==> src/rtl/muldiv_hilo_ctrl_if.sv <==
// EX-side op bus plus multiplier/divider unit handshake for the HI/LO sequencer.
// slave = the sequencer, master = EX stage and mul/div units.
interface muldiv_hilo_ctrl_if;
    logic        op_valid;
    logic [2:0]  op_code;
    logic [31:0] op_src1;
    logic [31:0] op_src2;
    logic        flush;
    logic        mul_signed;
    logic [31:0] mul_ina;
    logic [31:0] mul_inb;
    logic [63:0] mul_result;
    logic        div_start;
    logic        div_signed;
    logic [31:0] div_op1;
    logic [31:0] div_op2;
    logic        div_annul;
    logic [63:0] div_result;
    logic        div_ready;
    logic        stallreq;
    logic [31:0] hi;
    logic [31:0] lo;
    logic        timeout_err;

    modport slave (
        input  op_valid, op_code, op_src1, op_src2, flush,
        input  mul_result, div_result, div_ready,
        output mul_signed, mul_ina, mul_inb,
        output div_start, div_signed, div_op1, div_op2, div_annul,
        output stallreq, hi, lo, timeout_err
    );

    modport master (
        output op_valid, op_code, op_src1, op_src2, flush,
        output mul_result, div_result, div_ready,
        input  mul_signed, mul_ina, mul_inb,
        input  div_start, div_signed, div_op1, div_op2, div_annul,
        input  stallreq, hi, lo, timeout_err
    );
endinterface

==> src/rtl/muldiv_hilo_ctrl.sv <==
// EX-stage mul/div sequencer owning HI/LO; optional divider watchdog under MULDIV_TIMEOUT_EN.
// Latency: mult stalls MUL_LAT cycles incl. accept; div stalls until div_ready; mthi/mtlo write at the edge.
// Backpressure: stallreq held while an op is in flight, dropped in the cycle the result is captured.
module muldiv_hilo_ctrl #(
    parameter int MUL_LAT     = 2,
    parameter int DIV_MAX_CYC = 40
) (
    input  logic              clk,
    input  logic              resetn,
    muldiv_hilo_ctrl_if.slave bus
);
    localparam int CW = (MUL_LAT > 1) ? $clog2(MUL_LAT) : 1;

    typedef enum logic [1:0] {S_IDLE, S_MUL, S_DIV, S_DONE} state_t;

    state_t      state;
    logic [CW-1:0] cnt;
    logic [31:0] hi_q;
    logic [31:0] lo_q;

    logic accept, is_mul, is_div, acc_mul, acc_div, div_tmo;

`ifdef MULDIV_TIMEOUT_EN
    localparam int TW = $clog2(DIV_MAX_CYC + 1);
    // tcnt = divider cycles already spent (accept cycle counts as the first)
    logic [TW-1:0] tcnt;
    logic          terr_q;
`endif

    always_comb begin
        is_mul  = (bus.op_code[2:1] == 2'b00);
        is_div  = (bus.op_code[2:1] == 2'b01);
        accept  = resetn && (state == S_IDLE) && bus.op_valid && !bus.flush;
        acc_mul = accept && is_mul;
        acc_div = accept && is_div;
`ifdef MULDIV_TIMEOUT_EN
        div_tmo = (state == S_DIV) && !bus.flush && !bus.div_ready &&
                  (tcnt == TW'(DIV_MAX_CYC - 1));
`else
        div_tmo = 1'b0;
`endif

        bus.stallreq  = acc_mul || acc_div ||
                        ((state == S_MUL) && (cnt != '0) && !bus.flush) ||
                        ((state == S_DIV) && !bus.flush && !bus.div_ready && !div_tmo);
        // an aborted divide drops start in the same cycle annul is raised
        bus.div_start  = acc_div || ((state == S_DIV) && !bus.flush && !div_tmo);
        bus.div_annul  = (state == S_DIV) && (bus.flush || div_tmo);
        bus.div_signed = bus.div_start && !bus.op_code[0];
        bus.div_op1    = bus.div_start ? bus.op_src1 : 32'd0;
        bus.div_op2    = bus.div_start ? bus.op_src2 : 32'd0;

        bus.mul_signed = !bus.op_code[0];
        bus.mul_ina    = bus.op_src1;
        bus.mul_inb    = bus.op_src2;
    end

    always_ff @(posedge clk or negedge resetn) begin
        if (!resetn) begin
            state  <= S_IDLE;
            cnt    <= '0;
            hi_q   <= 32'd0;
            lo_q   <= 32'd0;
`ifdef MULDIV_TIMEOUT_EN
            tcnt   <= '0;
            terr_q <= 1'b0;
`endif
        end else if (bus.flush) begin
            state <= S_IDLE;
        end else begin
            case (state)
                S_IDLE: begin
                    if (acc_mul) begin
                        cnt   <= CW'(MUL_LAT - 1);
                        state <= S_MUL;
                    end else if (acc_div) begin
`ifdef MULDIV_TIMEOUT_EN
                        tcnt  <= TW'(1);
`endif
                        state <= S_DIV;
                    end else if (accept && (bus.op_code == 3'b100)) begin
                        hi_q <= bus.op_src1;
                    end else if (accept && (bus.op_code == 3'b101)) begin
                        lo_q <= bus.op_src1;
                    end
                end
                S_MUL: begin
                    if (cnt == '0) begin
                        hi_q  <= bus.mul_result[63:32];
                        lo_q  <= bus.mul_result[31:0];
                        state <= S_DONE;
                    end else begin
                        cnt <= cnt - CW'(1);
                    end
                end
                S_DIV: begin
                    if (bus.div_ready) begin
                        hi_q  <= bus.div_result[63:32];
                        lo_q  <= bus.div_result[31:0];
                        state <= S_DONE;
                    end else if (div_tmo) begin
`ifdef MULDIV_TIMEOUT_EN
                        terr_q <= 1'b1;
`endif
                        state <= S_DONE;
                    end else begin
`ifdef MULDIV_TIMEOUT_EN
                        tcnt <= tcnt + TW'(1);
`endif
                    end
                end
                default: state <= S_IDLE;
            endcase
        end
    end

    assign bus.hi = hi_q;
    assign bus.lo = lo_q;
`ifdef MULDIV_TIMEOUT_EN
    assign bus.timeout_err = terr_q;
`else
    assign bus.timeout_err = 1'b0;
`endif
endmodule
==> src/flat_wrapper.sv <==
// flat-port wrapper written by rule: the top's interface ports become plain ports
module muldiv_hilo_ctrl_flat 
#(
    parameter int MUL_LAT     = 2,
    parameter int DIV_MAX_CYC = 40
)
  (clk, resetn, bus_op_valid, bus_op_code, bus_op_src1, bus_op_src2, bus_flush, bus_mul_result, bus_div_result, bus_div_ready, bus_mul_signed, bus_mul_ina, bus_mul_inb, bus_div_start, bus_div_signed, bus_div_op1, bus_div_op2, bus_div_annul, bus_stallreq, bus_hi, bus_lo, bus_timeout_err);
  muldiv_hilo_ctrl_if bus_i ();
  input  logic clk;
  input  logic resetn;
  input wire logic [$bits(bus_i.op_valid)-1:0] bus_op_valid;
  input wire logic [$bits(bus_i.op_code)-1:0] bus_op_code;
  input wire logic [$bits(bus_i.op_src1)-1:0] bus_op_src1;
  input wire logic [$bits(bus_i.op_src2)-1:0] bus_op_src2;
  input wire logic [$bits(bus_i.flush)-1:0] bus_flush;
  input wire logic [$bits(bus_i.mul_result)-1:0] bus_mul_result;
  input wire logic [$bits(bus_i.div_result)-1:0] bus_div_result;
  input wire logic [$bits(bus_i.div_ready)-1:0] bus_div_ready;
  output wire logic [$bits(bus_i.mul_signed)-1:0] bus_mul_signed;
  output wire logic [$bits(bus_i.mul_ina)-1:0] bus_mul_ina;
  output wire logic [$bits(bus_i.mul_inb)-1:0] bus_mul_inb;
  output wire logic [$bits(bus_i.div_start)-1:0] bus_div_start;
  output wire logic [$bits(bus_i.div_signed)-1:0] bus_div_signed;
  output wire logic [$bits(bus_i.div_op1)-1:0] bus_div_op1;
  output wire logic [$bits(bus_i.div_op2)-1:0] bus_div_op2;
  output wire logic [$bits(bus_i.div_annul)-1:0] bus_div_annul;
  output wire logic [$bits(bus_i.stallreq)-1:0] bus_stallreq;
  output wire logic [$bits(bus_i.hi)-1:0] bus_hi;
  output wire logic [$bits(bus_i.lo)-1:0] bus_lo;
  output wire logic [$bits(bus_i.timeout_err)-1:0] bus_timeout_err;
  assign bus_i.op_valid = bus_op_valid;
  assign bus_i.op_code = bus_op_code;
  assign bus_i.op_src1 = bus_op_src1;
  assign bus_i.op_src2 = bus_op_src2;
  assign bus_i.flush = bus_flush;
  assign bus_i.mul_result = bus_mul_result;
  assign bus_i.div_result = bus_div_result;
  assign bus_i.div_ready = bus_div_ready;
  assign bus_mul_signed = bus_i.mul_signed;
  assign bus_mul_ina = bus_i.mul_ina;
  assign bus_mul_inb = bus_i.mul_inb;
  assign bus_div_start = bus_i.div_start;
  assign bus_div_signed = bus_i.div_signed;
  assign bus_div_op1 = bus_i.div_op1;
  assign bus_div_op2 = bus_i.div_op2;
  assign bus_div_annul = bus_i.div_annul;
  assign bus_stallreq = bus_i.stallreq;
  assign bus_hi = bus_i.hi;
  assign bus_lo = bus_i.lo;
  assign bus_timeout_err = bus_i.timeout_err;
  muldiv_hilo_ctrl #(.MUL_LAT(MUL_LAT), .DIV_MAX_CYC(DIV_MAX_CYC)) u_core (.clk(clk), .resetn(resetn), .bus(bus_i));
endmodule
==> config.mk <==
export PLATFORM = sky130hd
export DESIGN_NAME = muldiv_hilo_ctrl_flat
export DESIGN_NICKNAME = d
export VERILOG_FILES = /design/src/rtl/muldiv_hilo_ctrl_if.sv /design/src/rtl/muldiv_hilo_ctrl.sv /design/src/flat_wrapper.sv
export SDC_FILE = /design/constraint.sdc
export NUM_CORES = 1
export LEC_CHECK = 0
export ABC_AREA = 1
export CORE_AREA = 2 2 154 156
export DETAILED_ROUTE_END_ITERATION = 7
export DIE_AREA = 0 0 156 158
export GPL_TIMING_DRIVEN = 0
export PLACE_DENSITY = 0.55
export SYNTH_ARGS = -nofsm -noshare
export SYNTH_HDL_FRONTEND = slang
export SYNTH_SLANG_ARGS = --single-unit
==> constraint.sdc <==
create_clock -name clk -period 2.8 [get_ports clk]
set_clock_uncertainty 0.15 [all_clocks]
set_input_delay 0.42 -clock clk [delete_from_list [all_inputs] [get_ports clk]]
set_output_delay 0.42 -clock clk [all_outputs]
set_load 0.01 [all_outputs]
# Yosys cells after proc, flatten, opt, wreduce, memory -nomap -nowiden

Index checks and enable logic that the tools add are counted.

ROM bits: 0
Output and inout port bits: 198
Input bits: 200
Bits in registers: 67
Latch bits: 0
Memories kept: 0
Bits in writable memories: 0

Div/mod/pow operators: 0
Bitwise logic cells: 1
Magnitude comparators: 0
Add/subtract/negate cells: 1
Shift operators: 0
Reduce and logical (&&, ||, !) cells: 28
Multiplexer cells: 24
$mul: 0
Eq/ne operators: 16

Operators by type and width:

| kind                  | count |
|---|---|
| $mux W32              | 13 |
| $pmux W32 S3          | 2 |
| $ne A2 B2 Y1 const B  | 7 |
| $logic_and A1 B1 Y1   | 13 |
| $mux W2               | 5 |
| $reduce_and A8 Y1     | 1 |
| $reduce_and A7 Y1     | 1 |
| $eq A3 B3 Y1 const B  | 2 |
| $ne A3 B3 Y1 const B  | 2 |
| $pmux W2 S3           | 1 |
| $reduce_and A3 Y1     | 2 |
| $eq A2 B1 Y1 const B  | 2 |
| $logic_not A2 Y1      | 2 |
| $logic_or A1 B1 Y1    | 4 |
| $ne A4 B2 Y1 const B  | 1 |
| $logic_not A1 Y1      | 3 |
| $reduce_bool A3 Y1    | 1 |
| $eq A2 B2 Y1 const B  | 1 |
| $mux W1               | 2 |
| $ne A2 B1 Y1 const B  | 1 |
| $pmux W1 S2           | 1 |
| $reduce_bool A2 Y1    | 1 |
| $not A1 Y1            | 1 |
| $sub A1 B1 Y1 const B | 1 |

# Longest topological paths before layout

Gate-level depths: netlist of the first run.

Word-level depth: 10
Mapped depth: 10

# Worst setup path before layout of the first run

OpenSTA, ideal clock, no wires.

Kind: register -> output
Start: reg u_core.state[0]
End: out bus_div_op1[10]
Path slack: 0.596 ns
Cell stages (with the launch flop): 9
Data arrival time: 1.634 ns
Buffers on the path: 2
Path through: dfrtp_1 -> inv_1 -> ha_1 -> nand2_2 -> nor3_2 -> nand2_1 -> buf_2 -> buf_6 -> a21boi_0

Longest elaborated chain between the ends: 7

RTL lines:

| element                          | line                   | source |
|---|---|---|
| from (decl)                      | muldiv_hilo_ctrl.sv:16 | `state_t state;` |
| from (signal assigned)           | muldiv_hilo_ctrl.sv:60 | `state <= S_IDLE;` |
| from (signal assigned)           | muldiv_hilo_ctrl.sv:69 | `state <= S_IDLE;` |
| from (signal assigned)           | muldiv_hilo_ctrl.sv:75 | `state <= S_MUL;` |
| $logic_not A2 Y1                 | muldiv_hilo_ctrl.sv:33 | `accept = resetn && (state == S_IDLE) && bus.op_valid && !bus.flush;` |
| $logic_and A1 B1 Y1 (3 in a row) | muldiv_hilo_ctrl.sv:33 |  |
| $logic_and A1 B1 Y1              | muldiv_hilo_ctrl.sv:35 | `acc_div = accept && is_div;` |
| $logic_or A1 B1 Y1 (*)           | muldiv_hilo_ctrl.sv:47 | `bus.div_start = acc_div \|\| ((state == S_DIV) && !bus.flush && !div_tmo);` |
| $mux W32 (*)                     | muldiv_hilo_ctrl.sv:50 | `bus.div_op1 = bus.div_start ? bus.op_src1 : 32'd0;` |
| to (decl)                        | flat_wrapper.sv:24     | `output wire logic [$bits(bus_i.div_op1)-1:0] bus_div_op1;` |

Every way passes the cells marked *; elsewhere a longest branch is shown, timed or not.

# Worst setup path in the final report of the first run

Start: reg u_core.state[1]
End: out bus_div_op1[7]

Same word-level chain as after synthesis.

==> results.json, run 1 <==
{
  "dieArea_mm2": 0.0246,
  "cpMaxStageDelayCell": "sky130_fd_sc_hd__dfrtp_1",
  "routed_wire_length_per_instance_um": 18.5,
  "design.final.nets": 1477,
  "length_of_the_first_detailed_routing_pass_in_iterations": 5,
  "grt_pass1_vias": 7016,
  "clock_sink_count": 67,
  "synthCells": 860,
  "cts_tree": "yes",
  "yosys_register_bits": 67,
  "timing_hold_violations_final": 0,
  "grt_pass1_wl_mm": 42.0,
  "grt_overflow_total": 0,
  "final_setup_vio_count": 0,
  "total_area_of_sequential_cells_mm2": 0.00168,
  "layout_min_cycle_time_ns": 2.69,
  "dp_hpwl_mm": 23.0,
  "die_height_um": 158,
  "critical_path_class": "flop to output pin",
  "max_clock_freq_mhz": 372,
  "routed_via_density": 4.44,
  "cpLargestDelayFamily": "buffers and inverters",
  "initial_utilization": 0.231,
  "all_layer_gr_usage": 0.230,
  "powerDensity_mw_per_mm2": 754,
  "pin_count_of_the_biggest_net_entering_global_routing": 36,
  "period_share": 0.960,
  "timing.critical_path.buf_inv": 4,
  "worstPathCellList": "inv_2 > ha_4 > nand2_2 > nor3_4 > nand2_2 > buf_6 > buf_6 > a21boi_0 > clkdlybuf4s15_1",
  "fin_worst_hold_slack_ns": 0.320,
  "cts.reportedPaths.clkPinSlew_ns": 0.06,
  "place.port_buffers": 396,
  "clockBufferDepth": 2,
  "max-cap-violations": 0,
  "worstSetupStartpointType": "flop",
  "max_slew_margin": 0.423,
  "layout.core_utilization": 0.435,
  "status": "finished, final reports clean",
  "cts_made_buffers": 9,
  "worstPathArrival_ns": 2.12,
  "remaining_routing_drc_violations": 0,
  "synth_sequential_area_ratio": 0.315,
  "design.portCount": 398,
  "nFillCells": 2478,
  "finalMaxSlewViolations": 0,
  "mappedNetlistArea_mm2": 0.00533,
  "holdCritPathClass": "flop to flop",
  "worst_slack_ns": 0.113,
  "ant_nets": 0,
  "grt_antenna_before_repair": 1,
  "synthDistinctLibCells": 22,
  "peakVddDrop_v": 0.000332,
  "core_area_mm2": 0.0231,
  "ctsHtreeMaxLevel": 3,
  "synth_area_per_cell_um2": 6.20,
  "drt_first_iter_violations": 275,
  "total_number_of_yosys_warnings": 0,
  "timing.critical_path.slowest_cell_delay_ns": 0.40,
  "cts.root.buffer_cell": "sky130_fd_sc_hd__clkbuf_16",
  "leakage_uw": 0.00539,
  "chipWidth_um": 156,
  "multi_input_comb_area_mm2": 0.00289,
  "maximum_fanout_along_the_worst_path": 10,
  "globalplace.congestion": 0.914,
  "area_growth_pct": 88.1,
  "tightestPinTransition_ns": 0.866,
  "row_count": 56,
  "route.final.wire_length_mm": 29.1,
  "fraction_of_final_layout_cells_with_drive_strength_greater_than_1": 0.129,
  "critical_path.endpoint_type": "output pin",
  "syn-num-nets": 1064,
  "clk-insertion-delay-late_ns": 0.34,
  "pre_cts_ws_ns": -0.702,
  "dr_total_vias": 6965,
  "cp.required_ns": 2.23
}
==> cells by family (layout without fill, tap and decap cells) <==
| logic type | count (synthesis) | count (layout) | share of synthesized area |
|---|---|---|---|
| adder cells (fa/ha/maj) | 4 | 4 | 0.00939 |
| other | 1 | 2 | 0.000704 |
| flip-flops | 67 | 67 | 0.315 |
| AND/OR/NAND/NOR | 589 | 589 | 0.433 |
| buffers and inverters | 132 | 549 | 0.149 |
| AO/OA/AOI/OAI | 67 | 67 | 0.0930 |
==> worst min-delay path: cells and delay by family (launching register included) <==
kind / cells / cell delay, ns
AND/OR/NAND/NOR: 2 / 0.10
flip-flops: 1 / 0.34
==> repair_timing <==
item | CTS | global route
resized for setup | 86 | 88
hold buffers | 2 | 0
buffers inserted | 1 | 2
hold endpoints to repair | 32 | 0
setup endpoints to repair | 67 | 65
gates cloned | 0 | 0
pin swaps | 0 | 2
==> area by class of cell <==
| class | instances | area share |
|---|---|---|
| Timing Repair Buffer | 402 | 0.396 |
| Antenna cell | 1 | 0.000250 |
| Sequential cell | 67 | 0.167 |
| Multi-Input combinational cell | 661 | 0.289 |
| Buffer | 121 | 0.0794 |
| Inverter | 11 | 0.00412 |
| Tap cell | 290 | 0.0362 |
| Clock buffer | 13 | 0.0270 |
| Clock inverter | 2 | 0.000999 |
==> metal layers <==
layer | routed length [um] | up-vias | global-route usage
met5 | 0 | - | 0
met4 | 387 | 0 | 0.0577
met3 | 1990 | 24 | 0.0474
met2 | 14600 | 282 | 0.418
met1 | 12100 | 3223 | 0.277
li1 | - | 3436 | -
==> synth_stat cells <==
master / count / area share
sky130_fd_sc_hd__a21boi_0: 41 / 0.058
sky130_fd_sc_hd__a21boi_1: 23 / 0.032
sky130_fd_sc_hd__a21oi_1: 1 / 0.00094
sky130_fd_sc_hd__buf_1: 3 / 0.0021
sky130_fd_sc_hd__buf_2: 33 / 0.031
sky130_fd_sc_hd__buf_4: 65 / 0.092
sky130_fd_sc_hd__buf_6: 2 / 0.0042
sky130_fd_sc_hd__clkbuf_1: 18 / 0.013
sky130_fd_sc_hd__clkinv_1: 1 / 0.00070
sky130_fd_sc_hd__conb_1: 1 / 0.00070
sky130_fd_sc_hd__dfrtp_1: 67 / 0.31
sky130_fd_sc_hd__ha_1: 4 / 0.0094
sky130_fd_sc_hd__inv_1: 9 / 0.0063
sky130_fd_sc_hd__inv_2: 1 / 0.00070
sky130_fd_sc_hd__nand2_1: 511 / 0.36
sky130_fd_sc_hd__nand2_2: 1 / 0.0012
sky130_fd_sc_hd__nand3_1: 65 / 0.061
sky130_fd_sc_hd__nand3b_1: 1 / 0.0014
sky130_fd_sc_hd__nor2_1: 9 / 0.0063
sky130_fd_sc_hd__nor2_2: 1 / 0.0012
sky130_fd_sc_hd__nor3_2: 1 / 0.0019
sky130_fd_sc_hd__o21ai_0: 2 / 0.0019
==> flip-flops by register name (all words and copies together), names as in the netlist <==
register,count
u_core.state,2
u_core.bus.lo,32
u_core.cnt,1
u_core.bus.hi,32
==> worst paths after layout <==
kind | start | end | slack [ns] | cells after the start
worst min register to register | u_core.bus.lo[25] | u_core.bus.lo[25] | 0.32 | 2
max in group asynchronous | resetn | u_core.state[0] | 1.68 | 3
min in group asynchronous | resetn | u_core.bus.lo[13] | 0.60 | 3
worst max register to register | u_core.state[0] | u_core.bus.lo[27] | 0.27 | 9
worst min-delay path | u_core.bus.lo[25] | u_core.bus.lo[25] | 0.32 | 2
worst max-delay path | u_core.state[1] | bus_div_op1[7] | 0.11 | 9
==> power breakdown <==
group	switching, uW	internal [uW]	total (uW)
registers	224	1380	1600
clock network	439	665	1100
logic	2870	1990	4860
==> per-stage QoR <==
step	TNS, ns	std cells	cell area (um2)	total power (uW)
after CTS	-3.63	1565	10000	7640
after detailed placement	-34.24	1547	9670	6490
after global routing	-0.0818	1568	10000	8160
final	0	1568	10000	7560
after global placement	-504.84	1546	9660	6490
after floorplan	0	860	5330	3950
==> placed cells by master (no fill, tap or decap), drive strengths merged <==
| master | netlist | final |
|---|---|---|
| nor3 | 1 | 1 |
| a21oi | 1 | 1 |
| dfrtp | 67 | 67 |
| buf | 103 | 112 |
| a21boi | 64 | 64 |
| conb | 1 | 1 |
| clkdlybuf4s50 | 0 | 328 |
| dlygate4sd2 | 0 | 14 |
| clkdlybuf4s15 | 0 | 12 |
| ha | 4 | 4 |
| clkbuf | 18 | 49 |
| clkinv | 1 | 3 |
| o21ai | 2 | 2 |
| nand2 | 512 | 512 |
| nor2 | 10 | 10 |
| diode | 0 | 1 |
| nand3 | 65 | 65 |
| nand3b | 1 | 1 |
| dlygate4sd3 | 0 | 1 |
| inv | 10 | 10 |
| dlymetal6s2s | 0 | 20 |
Note: power is estimated with default switching activity, not from simulation.
==> run 2, diff against run 1 <==
CORE_AREA = 5 5 152 154   (was 2 2 154 156)
DIE_AREA = 0 0 157 159   (was 0 0 156 158)
PLACE_DENSITY = 0.58   (was 0.55)
==> results.json, run 2 (synthesized netlist as in run 1, its figures left out) <==
{
  "all_layer_gr_usage": 0.229,
  "area_growth_pct": 87.4,
  "worstPathArrival_ns": 2.14,
  "dr_total_vias": 6989,
  "finalSetupTns_ns": 0,
  "route.final.wire_length_mm": 29.5,
  "grt_pass1_wl_mm": 43.5,
  "layout_min_cycle_time_ns": 2.71,
  "holdCritPathClass": "flop to flop",
  "peakVddDrop_v": 0.000273,
  "cp.required_ns": 2.23,
  "cts_tree": "yes",
  "cts_made_buffers": 9,
  "cts.reportedPaths.clkPinSlew_ns": 0.05,
  "period_share": 0.968,
  "dp_hpwl_mm": 23.6,
  "design.final.nets": 1479,
  "core_area_mm2": 0.0216,
  "layout.cells.most_common_list": "510 x sky130_fd_sc_hd__nand2_1, 327 x sky130_fd_sc_hd__clkdlybuf4s50_1, 67 x sky130_fd_sc_hd__buf_4, 67 x sky130_fd_sc_hd__dfrtp_1, 65 x sky130_fd_sc_hd__nand3_1",
  "drt_first_iter_violations": 316,
  "ant_nets": 0,
  "globalplace.congestion": 0.845,
  "finalMaxSlewViolations": 0,
  "post_dp_cell_area_mm2": 0.00966,
  "pin_count_of_the_biggest_net_entering_global_routing": 30,
  "final_common_cell": "sky130_fd_sc_hd__nand2_1",
  "tightestPinTransition_ns": 0.927,
  "max-cap-violations": 0,
  "critical_path_class": "flop to output pin",
  "max_slew_margin": 0.380,
  "max_clock_freq_mhz": 369,
  "critical_path.endpoint_type": "output pin",
  "layout.core_utilization": 0.463,
  "dieArea_mm2": 0.0250,
  "maximum_fanout_along_the_worst_path": 10,
  "status": "finished, final reports clean",
  "clk-insertion-delay-late_ns": 0.33,
  "dp_cells": 1537,
  "ctsHtreeMaxLevel": 3,
  "routed_wire_length_per_instance_um": 18.9,
  "design.portCount": 398,
  "powerDensity_mw_per_mm2": 751,
  "num_antenna_cells": 0,
  "fin_worst_hold_slack_ns": 0.318,
  "length_of_the_first_detailed_routing_pass_in_iterations": 5,
  "row_count": 54,
  "timing_hold_violations_final": 0,
  "chipWidth_um": 157,
  "grt_antenna_before_repair": 2,
  "remaining_routing_drc_violations": 0,
  "cts.root.buffer_cell": "sky130_fd_sc_hd__clkbuf_16",
  "clockBufferDepth": 2,
  "instances_no_fill": 1559,
  "grt_overflow_total": 0,
  "grt_pass1_vias": 7263,
  "worstSetupStartpointType": "flop",
  "initial_utilization": 0.247,
  "finish.instance_area_mm2": 0.00999,
  "clock_sink_count": 67,
  "routed_via_density": 4.48,
  "leakage_uw": 0.00516,
  "final_setup_vio_count": 0,
  "fraction_of_final_layout_cells_with_drive_strength_greater_than_1": 0.142,
  "grt_setup_unrepaired": "true",
  "die_height_um": 159,
  "place.port_buffers": 396
}
-- run 2: cell types whose count changed in the layout (fill, tap and decap cells not counted), moves of 2 or more --
cell                              previous run  this run
sky130_fd_sc_hd__a21boi_0                   30        27
sky130_fd_sc_hd__dlygate4sd3_1               1         3
sky130_fd_sc_hd__clkbuf_2                   24        32
sky130_fd_sc_hd__clkdlybuf4s15_1             8         4
sky130_fd_sc_hd__a21boi_1                   31        29
sky130_fd_sc_hd__buf_2                      31        36
sky130_fd_sc_hd__dlymetal6s2s_1             20         1
sky130_fd_sc_hd__buf_4                      70        67
sky130_fd_sc_hd__a21boi_2                    3         7
sky130_fd_sc_hd__buf_6                       6         4
sky130_fd_sc_hd__dlygate4sd2_1              14        25
-- run 2: final cells by class --
type,instances,area [um2]
plain buffers,121,802
clock inverters,2,10.0
flip-flops and latches,67,1680
fillers,2258,11600
multi-input cells,661,2920
clock buffers,13,270
repair buffers,404,3920
well taps,280,350
inverters,11,41.3
-- run 2: worst paths after layout --
path / cells past startpoint / startpoint / slack [ns] / endpoint
max in group asynchronous: 3 / resetn / 1.20 / u_core.bus.hi[13]
max: 9 / u_core.state[1] / 0.09 / bus_div_op1[12]
max reg2reg: 9 / u_core.state[0] / 0.37 / u_core.bus.lo[24]
min reg2reg: 2 / u_core.bus.lo[22] / 0.32 / u_core.bus.lo[22]
min: 2 / u_core.bus.lo[22] / 0.32 / u_core.bus.lo[22]
min in group asynchronous: 4 / resetn / 0.57 / u_core.bus.lo[0]
-- run 2: where the power goes --
group          internal, uW  switching, uW  total, uW
Clock                   664            418       1080
Combinational          1970           2860       4830
Sequential             1380            218       1590
Total                  4010           3490       7500
-- run 2: critical path, cell delays in order (launching register included) --
cell and delay [ns]:
sky130_fd_sc_hd__dfrtp_1 0.42, sky130_fd_sc_hd__inv_2 0.10, sky130_fd_sc_hd__ha_4 0.16, sky130_fd_sc_hd__nand2_2 0.09
sky130_fd_sc_hd__nor3_4 0.19, sky130_fd_sc_hd__nand2_2 0.12, sky130_fd_sc_hd__buf_12 0.17, sky130_fd_sc_hd__buf_6 0.15
sky130_fd_sc_hd__a21boi_1 0.11, sky130_fd_sc_hd__dlygate4sd2_1 0.28
-- run 2: through the flow --
| stage | setup slack [ns] | total power, uW |
|---|---|---|
| 3_5_place_dp | -0.883 | 6490 |
| 3_3_place_gp | -3.50 | 6480 |
| 6_report | 0.0907 | 7500 |
| 2_1_floorplan | 0.596 | 3950 |
| 4_1_cts | 0.00249 | 7610 |
| 5_1_grt | -0.0233 | 8120 |
-- run 2: layer usage --
metal,part of all wire,routed length [um],track usage
met1,0.39,11500,0.278
met2,0.49,14600,0.394
met3,0.092,2720,0.0661
met4,0.021,619,0.0635
met5,0,0,0
-- run 2: repair_timing --
action                                 CTS  global route
endpoints found under the hold margin   29             0
hold buffers                             5             0
buffers inserted                         0             1
resized for setup                      124            87
setup endpoints to repair               68            90
gates cloned                             1             0
